[config.mk]
export PLATFORM = sky130hd
export DESIGN_NAME = layer_out_serializer
export DESIGN_NICKNAME = d
export VERILOG_FILES = /design/src/rtl/layer_out_serializer.sv
export SDC_FILE = /design/constraint.sdc
export NUM_CORES = 1
export LEC_CHECK = 0
export ABC_AREA = 1
export CAP_MARGIN = 15
export CORE_MARGIN = 2
export CORE_UTILIZATION = 37
export CTS_BUF_LIST = sky130_fd_sc_hd__clkbuf_2
export DETAILED_ROUTE_END_ITERATION = 12
export GPL_TIMING_DRIVEN = 1
export PLACE_DENSITY_LB_ADDON = 0.15
export SYNTH_ARGS = -nofsm -noshare
export SYNTH_HDL_FRONTEND = slang
export SYNTH_SLANG_ARGS = --single-unit
export TNS_END_PERCENT = 50
[constraint.sdc]
create_clock -name clk -period 3.53 [get_ports clk]
set_input_delay 0.706 -clock clk [delete_from_list [all_inputs] [get_ports clk]]
set_output_delay 0.706 -clock clk [all_outputs]
set_load 0.03 [all_outputs]
[src/rtl/layer_out_serializer.sv]
// Gathers NN parallel neuron results into a buffer, then replays them one word per cycle.
// Optional running argmax over the emitted stream: define LAYER_SER_MAXFIND_EN.
module layer_out_serializer #(
    parameter int unsigned NN        = 30,
    parameter int unsigned dataWidth = 16,
    parameter int unsigned idxWidth  = 5
) (
    input  logic                    clk,
    input  logic                    rst,
    input  logic [NN-1:0]           in_valid,
    input  logic [NN*dataWidth-1:0] in_data,
    output logic                    data_out_valid,
    output logic [dataWidth-1:0]    data_out,
    output logic                    busy,
    output logic                    overrun
`ifdef LAYER_SER_MAXFIND_EN
    ,
    output logic                    max_valid,
    output logic [idxWidth-1:0]     max_idx
`endif
);
    // One extra bit so the index can reach NN even when NN == 2**idxWidth.
    localparam int unsigned CW = idxWidth + 1;

    localparam logic [0:0] S_COLLECT = 1'b0;
    localparam logic [0:0] S_SHIFT   = 1'b1;

    logic [0:0]           r_state;
    logic [0:0]           w_state_nxt;
    logic [NN-1:0]        r_captured;
    logic [NN-1:0]        w_captured_nxt;
    logic [NN-1:0]        w_merged;
    logic [CW-1:0]        r_idx;
    logic [CW-1:0]        w_idx_nxt;
    logic [dataWidth-1:0] r_buf [NN];
    logic [dataWidth-1:0] r_data_out;
    logic [dataWidth-1:0] w_word;
    logic                 r_data_out_valid;
    logic                 r_overrun;
    logic                 w_emit;
    logic                 w_drop;

    // Next-state, index and capture-mask logic.
    always_comb begin
        w_state_nxt    = r_state;
        w_idx_nxt      = r_idx;
        w_captured_nxt = r_captured;
        w_merged       = r_captured | in_valid;
        w_emit         = 1'b0;
        w_drop         = 1'b0;
        case (r_state)
            S_COLLECT: begin
                w_drop = |(in_valid & r_captured);
                if (&w_merged) begin
                    w_state_nxt    = S_SHIFT;
                    w_idx_nxt      = '0;
                    w_captured_nxt = '0;
                end else begin
                    w_captured_nxt = w_merged;
                end
            end
            S_SHIFT: begin
                w_drop = |in_valid;
                if (r_idx < CW'(NN)) begin
                    w_emit    = 1'b1;
                    w_idx_nxt = r_idx + CW'(1);
                end else begin
                    w_state_nxt = S_COLLECT;
                end
            end
            default: w_state_nxt = S_COLLECT;
        endcase
    end

    // Read mux selecting the buffered word at the current index.
    always_comb begin
        w_word = '0;
        for (int k = 0; k < NN; k++) begin
            if (r_idx == CW'(k)) begin
                w_word = r_buf[k];
            end
        end
    end

    always_ff @(posedge clk) begin
        if (rst) begin
            r_state          <= S_COLLECT;
            r_captured       <= '0;
            r_idx            <= '0;
            r_data_out       <= '0;
            r_data_out_valid <= 1'b0;
            r_overrun        <= 1'b0;
        end else begin
            r_state          <= w_state_nxt;
            r_captured       <= w_captured_nxt;
            r_idx            <= w_idx_nxt;
            r_data_out_valid <= w_emit;
            if (w_emit) begin
                r_data_out <= w_word;
            end
            if (w_drop) begin
                r_overrun <= 1'b1;
            end
        end
    end

    // Buffer contents are don't-care after reset, so no reset branch here.
    always_ff @(posedge clk) begin
        for (int k = 0; k < NN; k++) begin
            if (r_state == S_COLLECT && in_valid[k] && !r_captured[k]) begin
                r_buf[k] <= in_data[k*dataWidth +: dataWidth];
            end
        end
    end

    assign data_out_valid = r_data_out_valid;
    assign data_out       = r_data_out;
    assign busy           = (r_state == S_SHIFT);
    assign overrun        = r_overrun;

`ifdef LAYER_SER_MAXFIND_EN
    logic signed [dataWidth-1:0] r_max_val;
    logic [idxWidth-1:0]         r_max_run_idx;
    logic [idxWidth-1:0]         r_max_idx;
    logic                        r_max_valid;
    logic                        w_max_upd;
    logic                        w_frame_end;

    // Strict greater-than keeps the lower index on ties.
    assign w_max_upd   = w_emit && ((r_idx == '0) || ($signed(w_word) > r_max_val));
    assign w_frame_end = (r_state == S_SHIFT) && !w_emit;

    always_ff @(posedge clk) begin
        if (rst) begin
            r_max_val     <= '0;
            r_max_run_idx <= '0;
            r_max_idx     <= '0;
            r_max_valid   <= 1'b0;
        end else begin
            if (w_max_upd) begin
                r_max_val     <= $signed(w_word);
                r_max_run_idx <= idxWidth'(r_idx);
            end
            r_max_valid <= w_frame_end;
            if (w_frame_end) begin
                r_max_idx <= r_max_run_idx;
            end
        end
    end

    assign max_valid = r_max_valid;
    assign max_idx   = r_max_idx;
`endif

endmodule
======== Yosys cells after proc, flatten, opt, wreduce, memory -nomap -nowiden ========
Memory sizes are Yosys's and may differ from the RTL's.
Index checks and enable logic that the tools add are counted.
word-level totals
  bits in registers ....................... 55
  bits of input ports ..................... 512
  logic and storage cells ................. 237
  output and inout port bits .............. 19
  memories ................................ 1
  memory bits (writable) .................. 480
memories
  memory  depth  bits a word  read ports  clocked after Yosys merged registers in  write ports  line  text
  r_buf   30     16           30          0                                        30           35    logic [dataWidth-1:0] r_buf [NN];
operators by class
  $lt $le $gt $ge ......................... 1
  add/subtract/negate cells ............... 1
  bitwise gates (word level) .............. 3
  reductions and logical operators ........ 95
  multiplexer cells ....................... 99
  equality and inequality tests ........... 31
operators by type and width
  kind                                                                           number
  16-bit two-way mux                                                             30
  6-bit by 5-bit equality test with 1-bit output (second input constant)         14
  1-bit two-way mux                                                              63
  1-bit logical AND                                                              60
  30-bit OR reduction                                                            2
  6-bit by 4-bit equality test with 1-bit output (second input constant)         8
  30-bit bitwise AND                                                             1
  1-bit logical NOT                                                              30
  30-bit two-way mux                                                             1
  30-bit bitwise OR                                                              1
  30-bit AND reduction                                                           1
  6-bit by 3-bit equality test with 1-bit output (second input constant)         4
  6-bit by 2-bit equality test with 1-bit output (second input constant)         2
  6-bit two-way mux                                                              2
  6-bit case mux with 2 select lines                                             1
  6-bit by 1-bit adder with 6-bit output (second input constant)                 1
  6-bit by 1-bit equality test with 1-bit output (second input constant)         1
  6-bit logical NOT                                                              1
  6-bit by 5-bit less-than comparator with 1-bit output (second input constant)  1
  1-bit case mux with 2 select lines                                             2
  2-bit by 1-bit inequality test with 1-bit output (second input constant)       1
  2-bit inequality test (second input constant)                                  1
  2-bit AND reduction                                                            1
  1-bit inverter                                                                 1

======== Longest topological paths before layout ========
Gate-level depths: netlist of run 1.
  depth in word-level cells ............... 31
  depth in mapped cells ................... 35
  depth with buffers taken out ............ 34

======== Worst setup path before layout of run 1 ========
No wires, ideal clock.
  path kind ............................... flip-flop to flip-flop
  start ................................... register r_idx[1]
  end ..................................... register r_data_out[0] (netlist: data_out[0])
  data required time ...................... 3398 ps
  data arrival time ....................... 2760 ps
  cell stages (with the launch flop) ...... 36
  slack ................................... 637 ps
  clock period less this slack ............ 2893 ps
  library setup time ...................... 132 ps
  buffers on the path ..................... 1
  cells stage by stage .................... dfxtp_1 -> inv_1 -> ha_1 -> nand2_2 -> nor2_4 -> buf_6 -> a21oi_1 -> nand2_1 -> o211ai_1 -> nand3_1 -> o211ai_1 -> nand2_1 -> o21ai_1 -> nand3_1 -> nand3_1 -> nand3_1 -> o21ai_1 -> nand3_1 -> nand3_1 -> nand2_1 -> nand2_1 -> nand3_1 -> nand2_1 -> nand2_1 -> nand2_1 -> nand3_1 -> nand2_1 -> nand2_1 -> nand2_1 -> nand3_1 -> nand2_1 -> nand2_1 -> nand2_1 -> nand3b_1 -> nand2_1 -> a21oi_1
on the way
  word-level cells in the longest chain between the ends .. 31
  elaborated cells between the ends (all ways) .. 63
  those cells by class .................... order compare: 1; eq/ne: 29; mux: 32; reduce/logical: 1
ends and longest elaborated chain
  item                               line  text
  start, declared                    33    logic [CW-1:0] r_idx;
  start signal, assigned             96    r_idx <= w_idx_nxt;
  6-bit logical NOT                  79    if (r_idx == CW'(k)) begin
  16-bit two-way mux (30 in series)  79
  end signal, assigned               99    r_data_out <= w_word;
  end, declared                      36    logic [dataWidth-1:0] r_data_out;
Parallel ways exist; a longest one is shown, timed or not.
A chain may end at the register's enable or synchronous reset.

======== Worst setup path after layout of run 1 ========
  start ................................... register r_idx[5]
  end ..................................... register r_data_out[7] (netlist: data_out[7])
Same word-level chain as after synthesis.

==> results of run 1 <==
-- metrics by stage --
step                instance area, sq um  worst slack (ns)  hold slack [ns]
floorplan                          22000             0.637            0.453
global placement                   29200            -0.651            0.455
detailed placement                 29200            -0.682            0.464
CTS                                36200            -0.314         0.000733
global route                       36600            -0.500           0.0445
finish                             36600            -0.328            0.171
-- flip-flops by register name (all words and copies together) (netlist names) --
register,count
overrun,1
data_out_valid,1
data_out,16
r_idx,6
r_buf,480
r_captured,30
busy,1
-- critical path, delay by kind of cell (launching register included) --
family / cells / cell delay (ns)
flip-flops: 1 / 0.34
AND/OR/NAND/NOR: 26 / 2.42
AO/OA/AOI/OAI: 6 / 0.76
buffers and inverters: 3 / 0.34
-- area by class of cell --
cell class,instances,area (sq um),area share
diodes,15,37.5,0.00103
clock buffers,210,1050,0.0287
clock inverters,36,233,0.00636
inverters,106,409,0.0112
multi-input cells,1251,6550,0.179
flip-flops and latches,535,15500,0.425
well taps,773,967,0.0265
repair buffers,1207,11800,0.322
-- routing by layer --
metal  part of all wire  routed length (um)  GRT usage
met1               0.38               31900      0.316
met4              0.032                2660      0.116
met2               0.51               42800      0.468
met5            0.00096                  81          0
met3              0.081                6810     0.0679
-- logic make-up after synthesis --
logic type / Yosys count / share of synthesized area
simple gates: 1021 / 0.202
flops: 535 / 0.704
compound gates: 225 / 0.0570
buf+inv: 182 / 0.0341
fa+ha+maj: 4 / 0.00227
xor+xnor: 1 / 0.000397
-- cell usage in the layout, fill, tap and decap left out, types with 4 or more instances in the layout --
cell type | synthesis | final
dfxtp_4 | 0 | 4
edfxtp_1 | 480 | 480
o21ai_2 | 0 | 12
nand3_1 | 176 | 93
ha_4 | 0 | 4
nand3_2 | 0 | 81
dfxtp_1 | 55 | 48
buf_12 | 0 | 9
nor2_1 | 185 | 183
nor2_4 | 6 | 7
a22o_1 | 4 | 4
or2_2 | 76 | 76
nor2_2 | 4 | 5
clkinv_2 | 0 | 5
diode_2 | 0 | 15
o21ai_1 | 20 | 13
clkbuf_2 | 0 | 210
a221oi_1 | 4 | 4
dlygate4sd3_1 | 0 | 498
inv_2 | 5 | 9
nand2_1 | 515 | 446
o211ai_1 | 29 | 29
inv_1 | 98 | 94
clkinv_1 | 3 | 24
nor3_1 | 8 | 7
inv_4 | 0 | 4
buf_4 | 2 | 159
nor4_1 | 18 | 18
clkdlybuf4s50_1 | 0 | 530
a21oi_1 | 131 | 128
buf_6 | 2 | 11
nand2_2 | 3 | 69
nand3b_1 | 8 | 8
o21ai_0 | 26 | 20
nand4_1 | 16 | 16
-- worst min path at each step --
stage                                  endpoint  slack [ns]  depth (start not counted)
global route            r_buf[0][157]$_DFFE_PP_        0.04                          1
finish              r_captured[29]$_SDFFE_PP0N_        0.17                          3
detailed placement     data_out[1]$_SDFFE_PP0P_        0.46                          2
floorplan           r_captured[11]$_SDFFE_PP0N_        0.45                          2
CTS                 r_captured[29]$_SDFFE_PP0N_      0.0007                          3
global placement       data_out[6]$_SDFFE_PP0P_        0.46                          2
-- repair_timing --
item,in CTS,in global routing
cloned,1,0
hold buffers,498,0
endpoints found under the setup margin,17,16
endpoints found under the hold margin,498,0
resized for setup,144,82
pin swaps,104,118
buffers inserted,23,3
-- power by group through the flow --
| stage | logic (mW) | registers (mW) | clock network, mW |
|---|---|---|---|
| floorplan | 0.290 | 7.51 | 0 |
| global placement | 1.15 | 7.55 | 0 |
| detailed placement | 1.15 | 7.55 | 0 |
| CTS | 1.63 | 7.41 | 4.57 |
| global route | 1.75 | 7.44 | 4.90 |
| finish | 1.66 | 7.41 | 4.47 |
==> flow_summary.ini, run 1 <==
[outcome]
status = finished with violations
violations = negative setup slack

[layout]
area_growth_pct = 65.9
drive_gt1_frac = 0.206
fill_cells = 4689
utilization = 0.621
finalNetCount = 3759
fin_cells = 4133

[clock_tree]
tritoncts = built
insertion_delay_ns = 1.34
cts_root_buf = clkbuf_2
cts_buffer_depth = 3
cts.htree.levels = 4
numClockSinks = 535
cts_buffers = 142
path_clk_slew_ns = 0.12

[setup_path]
r2r-start = r_idx[5]$_SDFFE_PP0P_
critical_path.endpoint = data_out[7]$_SDFFE_PP0P_
worstPathRequired_ns = 4.79
reg2reg_depth = 35
crit_fanout = 4
critPathLaunch = r_idx[5]$_SDFFE_PP0P_
worstPathArrival_ns = 5.12
cp_common_cell = nand2_1
cpPeakStageDelay_ns = 0.34
r2r_end = data_out[7]$_SDFFE_PP0P_
cp_slowest_cell = dfxtp_2
startpoint_type = register
worstSetupPathType = reg -> reg
end_kind = register
r2r_setup_slack_ns = -0.33

[timing]
finalCriticalPeriod_ns = 3.86
finalSetupViolations = 16
setup_ws_ns = -0.328
hold_violations = 0
max_freq_ghz = 0.259
drv_slew = 0
slew_headroom = 0.397
tightest_slew_ns = 0.904
fin_skew_ns = 0.113
rsz0062_at_grt = yes
final.period_utilization = 1.09
setup_tns_ns = -2.88

[power]
clkPwrFrac = 0.330
power_frac_comb = 0.122
totalPowerFinal_mw = 13.5
switching_share = 0.254
switchingPower_mw = 3.44
p_seq_frac = 0.548
p_leak_nw = 14.4
power_density_mw_per_mm2 = 370
internal_power_mw = 10.1
peakVddDrop_mv = 0.269

[floorplan]
start_util = 0.374
die_h_um = 248
num_io_pins = 531
die_w_um = 248
num_rows = 89
core_area_sq_mm = 0.0589
die_area_sq_mm = 0.0615

[synth]
synth-seq-cells = 535
synthesis.area_sq_mm = 0.0220
synthArstFlopShare = 0
yosysWarnings = 0
synth_cell_types = 42
synthTopCellsByArea = edfxtp_1 65%, nand2_1 8.8%, dfxtp_1 5.0%
syn_avg_cell_area_sq_um = 11.2
synth_top_area_cell = edfxtp_1
synthDominantCellAreaShare = 0.654
synth_common_cells = 515 x nand2_1, 480 x edfxtp_1, 185 x nor2_1, 176 x nand3_1, 131 x a21oi_1
synth_edf_count = 480
synth_top_flop_cell = edfxtp_1
yosysMostFrequentCell = nand2_1
seq_area_frac_synth = 0.704
syn_inst = 1968
syn-num-nets = 2484

[routing]
via_per_inst = 4.85
drt-initial-drc-count = 1449
vias = 20100
wl_um = 84300
wl_per_cell_um = 20.4
drt-pass1-iter-count = 6
ant_nets = 0
drc_errors = 0

[global_route]
grt_pass1_vias = 21200
grt_pass1_wl_um = 121000
antenna_found_initial = 16
track_usage = 0.270
grt_overflow = 0
grt_max_degree = 36

[placed_design]
dp_hpwl_um = 58700
dp_cells = 3349
gp_congestion = 0.931
place.port_buffers = 530

[worst_hold_path]
hold_start = in_valid[29]
min_path_type = in -> reg

[flow_run]
max_cap_viol_count = 0
(Power assumes the default switching activity.)
==> run 2: changes to the inputs <==
clock period = 4.5 ns   (was 3.53 ns; I/O delays follow)
==> run 2 against run 1 <==
The run now ends clean. Clock power fell by 23%. First-iteration DRC count shrank 11%. Flip-flop and latch count did not move. Non-clock buffer count shrank 444. Clock skew shrank 0.020 ns. Cell area decreased by 14%.
==> flow_summary.ini, run 2 (synthesis results as in run 1) <==
[setup_path]
startpoint_type = register
r2r-start = r_idx[0]$_SDFFE_PP0P_
worstPathRequired_ns = 5.77
end_kind = register
crit_fanout = 7
cp_slowest_cell = dfxtp_2
worstSetupPathType = reg -> reg
cpPeakStageDelay_ns = 0.35
r2r_setup_slack_ns = 0.28
critPathLaunch = r_idx[0]$_SDFFE_PP0P_
worstPathArrival_ns = 5.49

[floorplan]
die_h_um = 248
die_w_um = 248
core_area_sq_mm = 0.0589
die_area_sq_mm = 0.0615
num_rows = 89
start_util = 0.374
num_io_pins = 531

[global_route]
grt_pass1_vias = 18300
grt_overflow = 0
antenna_found_initial = 16
grt_pass1_wl_um = 108000
track_usage = 0.243
grt_max_degree = 36

[power]
totalPowerFinal_mw = 10.3
peakVddDrop_mv = 0.195
power_density_mw_per_mm2 = 326
p_leak_nw = 12.1

[timing]
hold_violations = 0
fin_skew_ns = 0.0930
finalSetupViolations = 0
tightest_slew_ns = 1.08
setup_ws_ns = 0.277
final.period_utilization = 0.938
finalCriticalPeriod_ns = 4.22
max_freq_ghz = 0.237
drv_slew = 0
slew_headroom = 0.278
setup_tns_ns = 0
rsz0062_at_grt = yes

[layout]
regMostFlops = r_buf
drive_gt1_frac = 0.144
most-common-layout-cells = 530 x clkdlybuf4s50_1, 514 x nand2_1, 480 x edfxtp_1, 213 x clkbuf_2, 185 x nor2_1
fill_cells = 5186
area_growth_pct = 43.1
largest_register_ff_count = 480
final_common_cell = clkdlybuf4s50_1
finalNetCount = 3317

[clock_tree]
cts_buffer_depth = 3
cts_buffers = 142
path_clk_slew_ns = 0.09
numClockSinks = 535
cts.htree.levels = 4
tritoncts = built
cts_root_buf = clkbuf_2
insertion_delay_ns = 1.35

[routing]
via_per_inst = 4.87
wl_per_cell_um = 20.5
drt-initial-drc-count = 1285
drt-pass1-iter-count = 5
wl_um = 75900
drc_errors = 0
ant_nets = 0
vias = 18000

[placed_design]
place.port_buffers = 530
pre_cts_slack_ns = 0.0167
gp_congestion = 0.939
dp_hpwl_um = 56900

[worst_hold_path]
min_path_type = in -> reg
hold_start = in_data[46]

[flow_run]
max_cap_viol_count = 0

[outcome]
status = finished clean
==> run 2: changes by cell type in the layout (fill, tap and decap cells not counted), sizes merged <==
cell / before / now
clkinvlp: 1 / 3
buf: 179 / 81
diode: 15 / 20
clkbuf: 210 / 214
dlygate4sd3: 498 / 151
nor2: 195 / 197
clkinv: 31 / 29
==> run 2: cell type report <==
cell class	count	area, sq um	area share
Clock inverter	36	228	0.00722
Antenna cell	20	50.0	0.00159
Inverter	106	402	0.0127
Tap cell	773	967	0.0307
Multi-Input combinational cell	1253	5840	0.185
Sequential cell	535	15500	0.492
Clock buffer	213	1070	0.0338
Timing Repair Buffer	763	7470	0.237
==> run 2: worst paths after layout <==
| path | to | cells after the start |
|---|---|---|
| worst max-delay path | data_out[12]$_SDFFE_PP0P_ | 34 |
| worst min-delay path | r_buf[0][46]$_DFFE_PP_ | 1 |
| worst max register to register | data_out[12]$_SDFFE_PP0P_ | 34 |
| worst min register to register | data_out[15]$_SDFFE_PP0P_ | 2 |
==> run 2: timing repair <==
action,in CTS,in global routing
hold buffers,151,0
gates resized for setup,0,14
setup endpoints to repair,0,8
buffers inserted,0,8
endpoints found under the hold margin,151,0
==> run 2: metal layers <==
layer | GRT usage | part of all wire | up-vias
met5 | 0 | 0.00099 | -
met4 | 0.0935 | 0.024 | 14
met3 | 0.0617 | 0.084 | 133
met2 | 0.414 | 0.50 | 792
met1 | 0.296 | 0.39 | 8475
li1 | - | - | 8614
==> run 2: critical path: cells and delay by family (launching register included) <==
kind	cells	cell delay [ns]
adder cells (fa/ha/maj)	1	0.23
buffers and inverters	1	0.14
AND/OR/NAND/NOR	29	3.12
flip-flops	1	0.35
AO/OA/AOI/OAI	3	0.37
==> run 2: report_power, final <==
group	switching (mW)	internal [mW]
sequential	0.0874	5.72
combinational	0.428	0.577
clock	2.04	1.43
total	2.55	7.72
==> run 2: metrics by stage <==
| step | area [sq um] | cells | util | hold WS [ns] |
|---|---|---|---|---|
| floorplan | 22000 | 1968 | - | 0.453 |
| global placement | 28500 | 3268 | 0.485 | 0.459 |
| detailed placement | 28500 | 3268 | 0.485 | 0.458 |
| CTS | 31300 | 3668 | 0.532 | 0.0000747 |
| global route | 31500 | 3691 | 0.535 | -0.0304 |
| finish | 31500 | 3699 | 0.535 | 0.118 |
